--- config.mk ---
export PLATFORM = sky130hd
export DESIGN_NAME = cdc_event_feeder
export DESIGN_NICKNAME = d
export VERILOG_FILES = /design/src/rtl/cdc_event_feeder.sv
export SDC_FILE = /design/constraint.sdc
export NUM_CORES = 1
export LEC_CHECK = 0
export CORE_ASPECT_RATIO = 1.25
export CORE_MARGIN = 4
export CORE_UTILIZATION = 40
export DETAILED_ROUTE_END_ITERATION = 16
export DONT_BUFFER_PORTS = 1
export PLACE_DENSITY = 0.55
export SLEW_MARGIN = 10
export SYNTH_ARGS = -nofsm -noshare
export SYNTH_HDL_FRONTEND = slang
export SYNTH_SLANG_ARGS = --single-unit
--- constraint.sdc ---
create_clock -name clk -period 2.8 [get_ports clk]
set_input_delay 0.42 -clock clk [delete_from_list [all_inputs] [get_ports clk]]
set_output_delay 0.42 -clock clk [all_outputs]
set_load 0.05 [all_outputs]
--- src/rtl/cdc_event_feeder.sv ---
// Source-side event issuer: accumulates event requests in a saturating
// pending counter and launches them as spaced single-cycle pulses into the crossing.
module cdc_event_feeder #(
    parameter int CNT_W = 6,
    parameter int GAP   = 1
) (
    input  logic             clk,
    input  logic             rst_n,
    input  logic             ev_req,
    input  logic [2:0]       ev_num,
    input  logic             flush,
    input  logic             cross_full,
    input  logic             ovf_clr,
    output logic             ev_out,
    output logic [CNT_W-1:0] pending,
    output logic             busy,
    output logic             ovf
);

    typedef enum logic [1:0] {
        S_IDLE = 2'd0,
        S_SEND = 2'd1,
        S_GAP  = 2'd2
    } state_e;

    localparam logic [CNT_W:0] PEND_MAX = {1'b0, {CNT_W{1'b1}}};
    localparam logic [3:0]     GAP_LD   = 4'((GAP > 0) ? (GAP - 1) : 0);

    state_e           state_q;
    logic [3:0]       gap_cnt_q;
    logic             ev_out_q;
    logic [CNT_W-1:0] pending_q;
    logic [CNT_W-1:0] pending_d;
    logic             ovf_q;
    logic             ovf_d;
    logic             launch_s;
    logic             ovf_set_s;
    logic [CNT_W:0]   sum_s;

    // Launch decision and next pending/overflow values; flush drops any same-cycle request.
    always_comb begin
        launch_s  = (state_q == S_IDLE) && (pending_q != '0) && !cross_full && !flush;
        sum_s     = {1'b0, pending_q}
                  + (ev_req ? (CNT_W+1)'(ev_num) : (CNT_W+1)'(0))
                  - (CNT_W+1)'(launch_s);
        ovf_set_s = !flush && (sum_s > PEND_MAX);
        if (flush) begin
            pending_d = '0;
        end else if (ovf_set_s) begin
            pending_d = '1;
        end else begin
            pending_d = sum_s[CNT_W-1:0];
        end
        if (ovf_set_s) begin
            ovf_d = 1'b1;
        end else if (ovf_clr) begin
            ovf_d = 1'b0;
        end else begin
            ovf_d = ovf_q;
        end
    end

    // Pending counter and sticky overflow registers.
    always_ff @(posedge clk or negedge rst_n) begin
        if (!rst_n) begin
            pending_q <= '0;
            ovf_q     <= 1'b0;
        end else begin
            pending_q <= pending_d;
            ovf_q     <= ovf_d;
        end
    end

    // Launch FSM; ev_out is registered alongside the state so it equals (state == SEND).
    always_ff @(posedge clk or negedge rst_n) begin
        if (!rst_n) begin
            state_q   <= S_IDLE;
            gap_cnt_q <= 4'd0;
            ev_out_q  <= 1'b0;
        end else begin
            case (state_q)
                S_IDLE: begin
                    if (launch_s) begin
                        state_q  <= S_SEND;
                        ev_out_q <= 1'b1;
                    end else begin
                        ev_out_q <= 1'b0;
                    end
                end
                S_SEND: begin
                    ev_out_q <= 1'b0;
                    if (GAP > 0) begin
                        state_q   <= S_GAP;
                        gap_cnt_q <= GAP_LD;
                    end else begin
                        state_q <= S_IDLE;
                    end
                end
                S_GAP: begin
                    ev_out_q <= 1'b0;
                    if (gap_cnt_q == 4'd0) begin
                        state_q <= S_IDLE;
                    end else begin
                        gap_cnt_q <= gap_cnt_q - 4'd1;
                    end
                end
                default: begin
                    state_q   <= S_IDLE;
                    gap_cnt_q <= 4'd0;
                    ev_out_q  <= 1'b0;
                end
            endcase
        end
    end

    assign ev_out  = ev_out_q;
    assign pending = pending_q;
    assign ovf     = ovf_q;
    assign busy    = (pending_q != '0) || (state_q != S_IDLE);

endmodule

[Yosys cells after proc, flatten, opt, wreduce, memory -nomap -nowiden]
Index checks and enable logic that the tools add are counted.
Word-level totals
  flip-flop bits (word level): 14
  bits of input ports: 9
  word-level logic and storage cells: 41
Cells by class
  $add $sub $neg: 3
  magnitude comparators: 1
  equal/unequal tests: 5
  multiplexer cells: 12
  bitwise operators: 1
  reduce and logical (&&, ||, !) cells: 14
Operator list (number)
  $mux 6: 2
  $pmux 4 s2: 1
  $add 6x3->7: 1
  $gt 7x6->1 const B: 1
  $sub 7x1->7: 1
  $ne 2x2->1 const B: 3
  $pmux 2 s3: 1
  $reduce_bool 6->1: 1
  $logic_and 1x1->1: 4
  $logic_not 4->1: 1
  $mux 1: 4
  $mux 2: 2
  $mux 4: 1
  $reduce_and 2->1: 2
  $reduce_bool 2->1: 2
  $sub 4x1->4 const B: 1
  $mux 3: 1
  $eq 2x1->1 const B: 1
  $eq 2x2->1 const B: 1
  $logic_not 1->1: 2
  $logic_not 2->1: 1
  $logic_or 1x1->1: 1
  $not 1->1: 1

[Depth between registers and ports, before layout]
Gate-level depths: netlist (run 1).
  depth after elaboration: 9
  gate-level depth with buffers: 15

[Worst setup path before layout (run 1)]
No wires, ideal clock.
  kind: reg-to-reg
  from: register pending_q[5], in the netlist pending[5]
  to: register ovf_q, in the netlist ovf
  arrival time: 3.180 ns
  required time: 2.661 ns
  path slack: -0.519 ns
  cell stages (with the launch flop): 16
  path buffers: 0
  clock period less this slack: 3.319 ns
  cell sequence: dfrtp_1 -> inv_1 -> ha_1 -> and3_1 -> or4_4 -> inv_2 -> nand2_1 -> nand2_1 -> ha_1 -> inv_1 -> fa_1 -> nor2b_4 -> o31a_1 -> o31ai_4 -> xnor2_2 -> o22ai_1
On the way
  longest elaborated chain between the ends: 8
  elaborated cells on any way between the ends: 10
RTL lines
  start: declaration: line 32  | logic [CNT_W-1:0] pending_q;
  start signal: assignment: line 69  | pending_q <= pending_d;
  branches (longest 4 deep; another with $add 6x3->7)
  $sub 7x1->7 *: line 45  | - (CNT_W+1)'(launch_s);
  $gt 7x6->1 *: line 46  | ovf_set_s = !flush && (sum_s > PEND_MAX);
  $logic_and 1x1->1 *: line 46
  $mux 1 / $reduce_bool 2->1 (equally long branches)
  end signal: assignment: line 70  | ovf_q <= ovf_d;
  end: declaration: line 34  | logic ovf_q;
Every way passes the cells marked *.
A chain may end at the register's enable or synchronous reset.

[Worst setup path in the final report (run 1)]
  from: register pending_q[4], in the netlist pending[4]
  to: register pending_q[0], in the netlist pending[0]
On the way
  longest elaborated chain between the ends: 9
  elaborated cells on any way between the ends: 10
RTL lines
  branches (longest 4 deep; another with $add 6x3->7)
  $sub 7x1->7 *: line 45
  $gt 7x6->1: line 46
  $logic_and 1x1->1: line 46
  $mux 6 *: line 49  | end else if (ovf_set_s) begin
  $mux 6 *: line 47  | if (flush) begin
  net pending_d[0]: line 33  | logic [CNT_W-1:0] pending_d;
Mark *: on every way through the listed nets, which the timed path passes.

==> impl_metrics.env, run 1 <==
export IMPL_final_area_um2=1172
export IMPL_synth_seq_area_share_pct=39.00
export IMPL_clockBufferDepth=2
export IMPL_timing_max_cap_violations=0
export IMPL_multi_input_area_um2=529.3
export IMPL_hold_path_startpoint="flush"
export IMPL_synth_compound_area_share_pct=15.18
export IMPL_worstHoldPathCells=1
export IMPL_worstSkewPairLatency_ns=0.28
export IMPL_htreeDepth=1
export IMPL_initial_utilization_pct=43.83
export IMPL_yosys_warnings=0
export IMPL_fin_ws_ns=-0.04563
export IMPL_arrival_ns=3.01
export IMPL_synthCells=95
export IMPL_async_flop_share_pct=100.0
export IMPL_finalSetupTns_ns=-0.2412
export IMPL_final_util_pct=57.20
export IMPL_crit_required_ns=2.96
export IMPL_min_period_over_period_pct=101.6
export IMPL_cts_tree="done"
export IMPL_slew_violations=0
export IMPL_fillCellCount=191
export IMPL_nets=137
export IMPL_critical_path_class="reg2reg"
export IMPL_muxShareOfSynthArea_pct=1.114
export IMPL_synth_adder_area_share_pct=16.16
export IMPL_synth_edff_count=0
export IMPL_synth_top_family_by_area="adder cells"
export IMPL_grt_usage_pct=13.58
export IMPL_port_buffers=0
export IMPL_drcViolationCount=0
export IMPL_slew_headroom_pct=54.10
export IMPL_crit_path_end_kind="flip-flop"
export IMPL_diodes=0
export IMPL_coreArea_um2=2049
export IMPL_finalHoldViolations=0
export IMPL_gp_congestion=0.7474
export IMPL_placed_area_um2=1062
export IMPL_num_vias=695
export IMPL_hold_path_end="pending[1]"
export IMPL_io_pins=18
export IMPL_postRouteAntennaNets=0
export IMPL_reg2reg_depth=14
export IMPL_synth_seq_cells=14
export IMPL_r2r_setup_slack_ns=-0.05
export IMPL_hold_path_class="in2reg"
export IMPL_cp_max_fo=7
export IMPL_grt_start_max_net_pins=15
export IMPL_powerDensity_nw_per_um2=1351
export IMPL_rr_startpoint="pending[4]"
export IMPL_dieArea_um2=3073
export IMPL_grt_pass1_wl_mm=3.056
export IMPL_rr_endpoint="pending[0]"
export IMPL_synth_simple_area_share_pct=12.53
export IMPL_layout_min_cycle_time_ns=2.846
export IMPL_regArea_um2=356.6
export IMPL_cts_root_buf="clkbuf_4"
export IMPL_std_cell_rows=18
export IMPL_synth_xor_area_share_pct=7.660
export IMPL_synth_ff_type="dfrtp_1"
export IMPL_p_leak_nw=0.5966
export IMPL_synth_cell_types=30
export IMPL_die_width_um=50.39
export IMPL_cts_made_buffers=3
export IMPL_syn_area_um2=898.4
export IMPL_antenna_found_initial=0
export IMPL_die_y_um=60.99
export IMPL_outcome="finished with violations"
export IMPL_drive_gt1_share_pct=37.07
export IMPL_fin_skew_ns=0.0006744
export IMPL_cp_start_kind="flip-flop"
export IMPL_setup_viol=7
export IMPL_rsz0062_at_grt="true"
export IMPL_violations="setup timing"
export IMPL_max_freq_mhz=351.4
export IMPL_dr_pass1_iters=4
export IMPL_syn_area_per_cell_um2=9.456
export IMPL_wl_per_cell_um=12.12
export IMPL_syn_num_nets=115
export IMPL_tightest_slew_ns=0.6827
export IMPL_irDropWorstVdd_mv=0.6505
export IMPL_drt_iter0_drc=10
export IMPL_hpwlAfterDp_mm=1.433
export IMPL_overflow=0
export IMPL_grt_pass1_vias=742
export IMPL_area_growth_pct=30.50
export IMPL_viasPerCell=4.760
export IMPL_clk_pin_slew_ns=0.08
export IMPL_clkSinkCount=14
export IMPL_wl_mm=1.770
[power by group]
group	switching, mW	leakage [nW]	total [mW]	internal, mW
Clock	0.0674	0.0210	0.147	0.0793
Sequential	0.0677	0.176	0.334	0.266
Combinational	0.606	0.400	1.10	0.496
Total	0.741	0.597	1.58	0.842
[per-stage QoR]
step | worst slack [ns] | std cells | hold WS (ns) | power [mW]
floorplan | -0.2826 | 95 | 0.1244 | 1.088
global placement | -0.2148 | 138 | 0.1248 | 1.333
detailed placement | -0.2257 | 138 | 0.1248 | 1.335
CTS | -0.07580 | 145 | 0.1656 | 1.584
global route | -0.2075 | 146 | 0.1463 | 1.718
finish | -0.04563 | 146 | 0.1725 | 1.583
[layout by cell type (no fill, tap or decap)]
cell | synthesis | final
o22ai_1 | 1 | 1
nor2b_4 | 1 | 1
inv_2 | 1 | 4
o21ai_0 | 2 | 2
dfrtp_2 | 0 | 5
nor2_1 | 8 | 8
xnor2_4 | 0 | 1
o31ai_4 | 1 | 1
xnor2_1 | 4 | 4
buf_4 | 0 | 18
nand2b_1 | 1 | 1
and3_4 | 0 | 1
nand3_1 | 1 | 1
inv_1 | 17 | 14
o31ai_1 | 1 | 1
a21oi_1 | 9 | 7
ha_1 | 10 | 8
o31a_1 | 1 | 1
o21bai_1 | 1 | 1
a211oi_1 | 1 | 1
fa_2 | 0 | 1
clkbuf_8 | 0 | 1
or4_4 | 1 | 1
a21oi_2 | 0 | 2
nor4_1 | 1 | 1
dfrtp_1 | 14 | 9
xor2_1 | 2 | 2
dlygate4sd3_1 | 0 | 1
ha_4 | 0 | 2
nor3_1 | 1 | 1
o21a_1 | 1 | 1
nand2_1 | 6 | 4
mux2i_1 | 1 | 1
a21o_1 | 2 | 2
or2_0 | 1 | 1
nand2_2 | 0 | 2
clkbuf_4 | 0 | 3
[worst max path at each step]
stage                     startpoint          to  slack (ns)
after floorplan           pending[5]         ovf       -0.28
after global placement    pending[4]  pending[4]       -0.21
after detailed placement  pending[4]  pending[3]       -0.23
after CTS                 pending[5]  pending[0]       -0.08
after global routing      pending[5]  pending[0]       -0.21
final                     pending[4]  pending[0]       -0.05
[final cells by class]
| class | count | share of cell area [%] |
|---|---|---|
| Inverter | 18 | 5.763 |
| Tap cell | 30 | 3.202 |
| Multi-Input combinational cell | 61 | 45.14 |
| Clock buffer | 4 | 3.095 |
| Timing Repair Buffer | 19 | 12.38 |
| Sequential cell | 14 | 30.42 |
[flip-flops by register name, indices dropped and copies added, names as in the netlist]
name / flops
ev_out: 1
state_q: 2
pending: 6
gap_cnt_q: 4
ovf: 1
[synth_stat cells, types with 2 or more instances]
cell type	instances	area [um2]
o21ai_0	2	10.01
nand2_1	6	22.52
dfrtp_1	14	350.3
a21oi_1	9	45.04
a21o_1	2	15.01
inv_1	17	63.81
ha_1	10	125.1
xor2_1	2	17.52
nor2_1	8	30.03
xnor2_1	4	35.03
clkbuf_1	2	7.510
[timing repair]
item                                   CTS  global route
resized for setup                        3             3
pin swaps                                9             2
gates cloned                             0             0
setup endpoints to repair                7             7
hold buffers                             1             0
endpoints found under the hold margin   14             0
buffers inserted                         4             1
[logic make-up (layout without fill, tap and decap cells)]
family | after synthesis | in the layout
AO/OA/AOI/OAI | 20 | 20
AND/OR/NAND/NOR | 22 | 22
XOR/XNOR | 7 | 7
flip-flops | 14 | 14
adder cells (fa/ha/maj) | 11 | 11
multiplexers | 1 | 1
buffers and inverters | 20 | 41
[metal layers]
metal | GRT usage, % | vias up | wire length (um)
met5 | 0 | - | 0
met4 | 9.231 | 0 | 58
met3 | 2.457 | 5 | 46
met2 | 23.69 | 10 | 956
met1 | 15.18 | 329 | 708
li1 | - | 351 | -
[worst max-delay path, cell delays in order (launching register included)]
cell	delay, ns
dfrtp_2	0.38
inv_2	0.05
ha_4	0.15
and3_4	0.14
or4_4	0.50
nand3_1	0.12
nand2_2	0.07
ha_4	0.16
inv_2	0.04
fa_2	0.22
nor2b_4	0.05
o31a_1	0.28
o31ai_4	0.27
xnor2_4	0.20
a21oi_1	0.10
(Power assumes the default switching activity.)
==> inputs of run 2 (changes only) <==
--- a/config.mk
+++ b/config.mk
@@ -11,5 +11,5 @@
 export DETAILED_ROUTE_END_ITERATION = 16
 export DONT_BUFFER_PORTS = 1
-export PLACE_DENSITY = 0.55
+export PLACE_DENSITY_LB_ADDON = 0.1
 export SLEW_MARGIN = 10
 export SYNTH_ARGS = -nofsm -noshare
==> constraint.sdc (replaced) <==
create_clock -name clk -period 2.8 [get_ports clk]
set_input_delay 0.56 -clock clk [delete_from_list [all_inputs] [get_ports clk]]
set_output_delay 0.56 -clock clk [all_outputs]
set_load 0.05 [all_outputs]
==> run 2 against run 1 <==
The flow still finishes with violations (setup timing). Clock power hardly changed. Routed wire length rose by 4.1%. Critical path type unchanged. Global-route usage is 0.72 points higher. Final cell count grew 2.7%. Setup slack got worse by 0.026 ns.
==> impl_metrics.env, run 2 (synthesized netlist as in run 1, its figures left out) <==
export IMPL_setup_viol=7
export IMPL_clockBufferDepth=2
export IMPL_antenna_found_initial=0
export IMPL_cts_root_buf="clkbuf_4"
export IMPL_slew_violations=0
export IMPL_powerDensity_nw_per_um2=1427
export IMPL_area_growth_pct=32.73
export IMPL_overflow=0
export IMPL_grt_usage_pct=14.29
export IMPL_slew_headroom_pct=50.56
export IMPL_timing_max_cap_violations=0
export IMPL_grt_pass1_vias=762
export IMPL_diodes=0
export IMPL_wl_mm=1.843
export IMPL_final_area_um2=1192
export IMPL_die_y_um=60.99
export IMPL_gp_congestion=0.6725
export IMPL_initial_utilization_pct=43.83
export IMPL_std_cell_rows=18
export IMPL_arrival_ns=3.04
export IMPL_pre_cts_ws_ns=-0.2043
export IMPL_final_cell_mix="buf_4, inv_1, dfrtp_1"
export IMPL_clk_pin_slew_ns=0.09
export IMPL_p_int_mw=0.9302
export IMPL_reg2reg_depth=16
export IMPL_io_pins=18
export IMPL_largest_reg_flops=6
export IMPL_final_common_cell="buf_4"
export IMPL_num_vias=692
export IMPL_worstHoldPathCells=1
export IMPL_irDropWorstVdd_mv=0.7743
export IMPL_crit_path_end_kind="flip-flop"
export IMPL_seq_power_share_pct=19.5
export IMPL_rsz0062_at_grt="true"
export IMPL_slowest_stage="or4_4"
export IMPL_power_mw=1.702
export IMPL_finalSetupTns_ns=-0.4149
export IMPL_crit_top_cell="inv_2"
export IMPL_port_buffers=0
export IMPL_p_leak_nw=0.6183
export IMPL_cts_made_buffers=3
export IMPL_clkSinkCount=14
export IMPL_drcViolationCount=0
export IMPL_drt_iter0_drc=14
export IMPL_cts_tree="done"
export IMPL_cp_start_kind="flip-flop"
export IMPL_grt_start_max_net_pins=15
export IMPL_max_freq_mhz=348.2
export IMPL_finalHoldViolations=0
export IMPL_min_period_over_period_pct=102.6
export IMPL_wl_per_cell_um=12.29
export IMPL_outcome="finished with violations"
export IMPL_grt_pass1_wl_mm=3.201
export IMPL_postRouteAntennaNets=0
export IMPL_layout_min_cycle_time_ns=2.872
export IMPL_fin_skew_ns=0.002242
export IMPL_nets=141
export IMPL_tightest_slew_ns=0.7353
export IMPL_die_width_um=50.39
export IMPL_p_clk_share_pct=8.7
export IMPL_htreeDepth=1
export IMPL_viasPerCell=4.613
export IMPL_swShare_pct=45.34
export IMPL_critical_path_class="reg2reg"
export IMPL_crit_chain="inv_2 > ha_4 > and3_4 > or4_4 > inv_2 > nand2_2 > nand2_1 > ha_2 > inv_2 > fa_2 > nor2b_4 > o31a_1 > o31ai_4 > xnor2_2 > buf_6 > a21oi_1"
export IMPL_placed_area_um2=1085
export IMPL_violations="setup timing"
export IMPL_dieArea_um2=3073
export IMPL_hold_path_class="in2reg"
export IMPL_cp_max_fo=6
export IMPL_hpwlAfterDp_mm=1.509
export IMPL_p_comb_share_pct=71.9
export IMPL_dr_pass1_iters=3
export IMPL_max_stage_delay_ns=0.50
export IMPL_drive_gt1_share_pct=40.00
export IMPL_worstSkewPairLatency_ns=0.28
export IMPL_fillCellCount=205
export IMPL_fin_ws_ns=-0.07172
export IMPL_crit_required_ns=2.97
export IMPL_p_switching_mw=0.7716
export IMPL_coreArea_um2=2049
## run 2: cell count changes in the layout (fill, tap and decap cells not counted), sizes merged
| cell | delta |
|---|---|
| buf | +4 |
## run 2: power groups by stage
stage	registers, mW	logic (mW)	clock network, mW
final	0.331	1.22	0.147
after global routing	0.339	1.33	0.162
after CTS	0.332	1.20	0.151
after detailed placement	0.336	1.08	0
after global placement	0.335	1.07	0
after floorplan	0.496	0.592	0
## run 2: final timing paths
| check | from | end | slack [ns] |
|---|---|---|---|
| max reg2reg | pending[4] | pending[2] | -0.07 |
| min reg2reg | gap_cnt_q[1] | gap_cnt_q[1] | 0.55 |
| min in group asynchronous | rst_n | ovf | 0.73 |
| min | flush | pending[4] | 0.32 |
| max | pending[4] | pending[2] | -0.07 |
| max in group asynchronous | rst_n | pending[0] | 1.63 |
## run 2: layout make-up
type                            instances  area, um2  share of cell area (%)
Sequential cell                        14      356.6                   29.91
Multi-Input combinational cell         61      515.5                   43.23
Clock buffer                            4      36.28                   3.043
Timing Repair Buffer                   23      178.9                   15.01
Inverter                               18      67.56                   5.666
Tap cell                               30      37.54                   3.148
## run 2: worst max-delay path, delay by kind of cell, from the launching register on
family                   cells  cell delay, ns
AND/OR/NAND/NOR              5            0.88
adder cells (fa/ha/maj)      3            0.69
buffers and inverters        4            0.32
AO/OA/AOI/OAI                3            0.34
XOR/XNOR                     1            0.17
flip-flops                   1            0.38
## run 2: per-stage QoR
stage	hold WS [ns]	instances	utilization (%)
detailed placement	0.2648	141	52.93
CTS	0.3128	148	57.14
global placement	0.2648	141	52.93
floorplan	0.2644	95	-
finish	0.3226	150	58.18
global route	0.2998	150	58.18
## run 2: routing by layer
layer	global-route usage, %	vias up	wire length, um
li1	-	359	-
met1	14.83	325	751
met2	27.05	6	1023
met3	2.703	2	46
met4	8.077	0	22
met5	0	-	0
## run 2: repair_timing
item / 4_1_cts / 5_1_grt
setup buffers: 2 / 2
gates resized for setup: 5 / 1
endpoints found under the hold margin: 14 / 0
hold buffers: 1 / 0
setup endpoints to repair: 7 / 7
pin swaps: 5 / 0
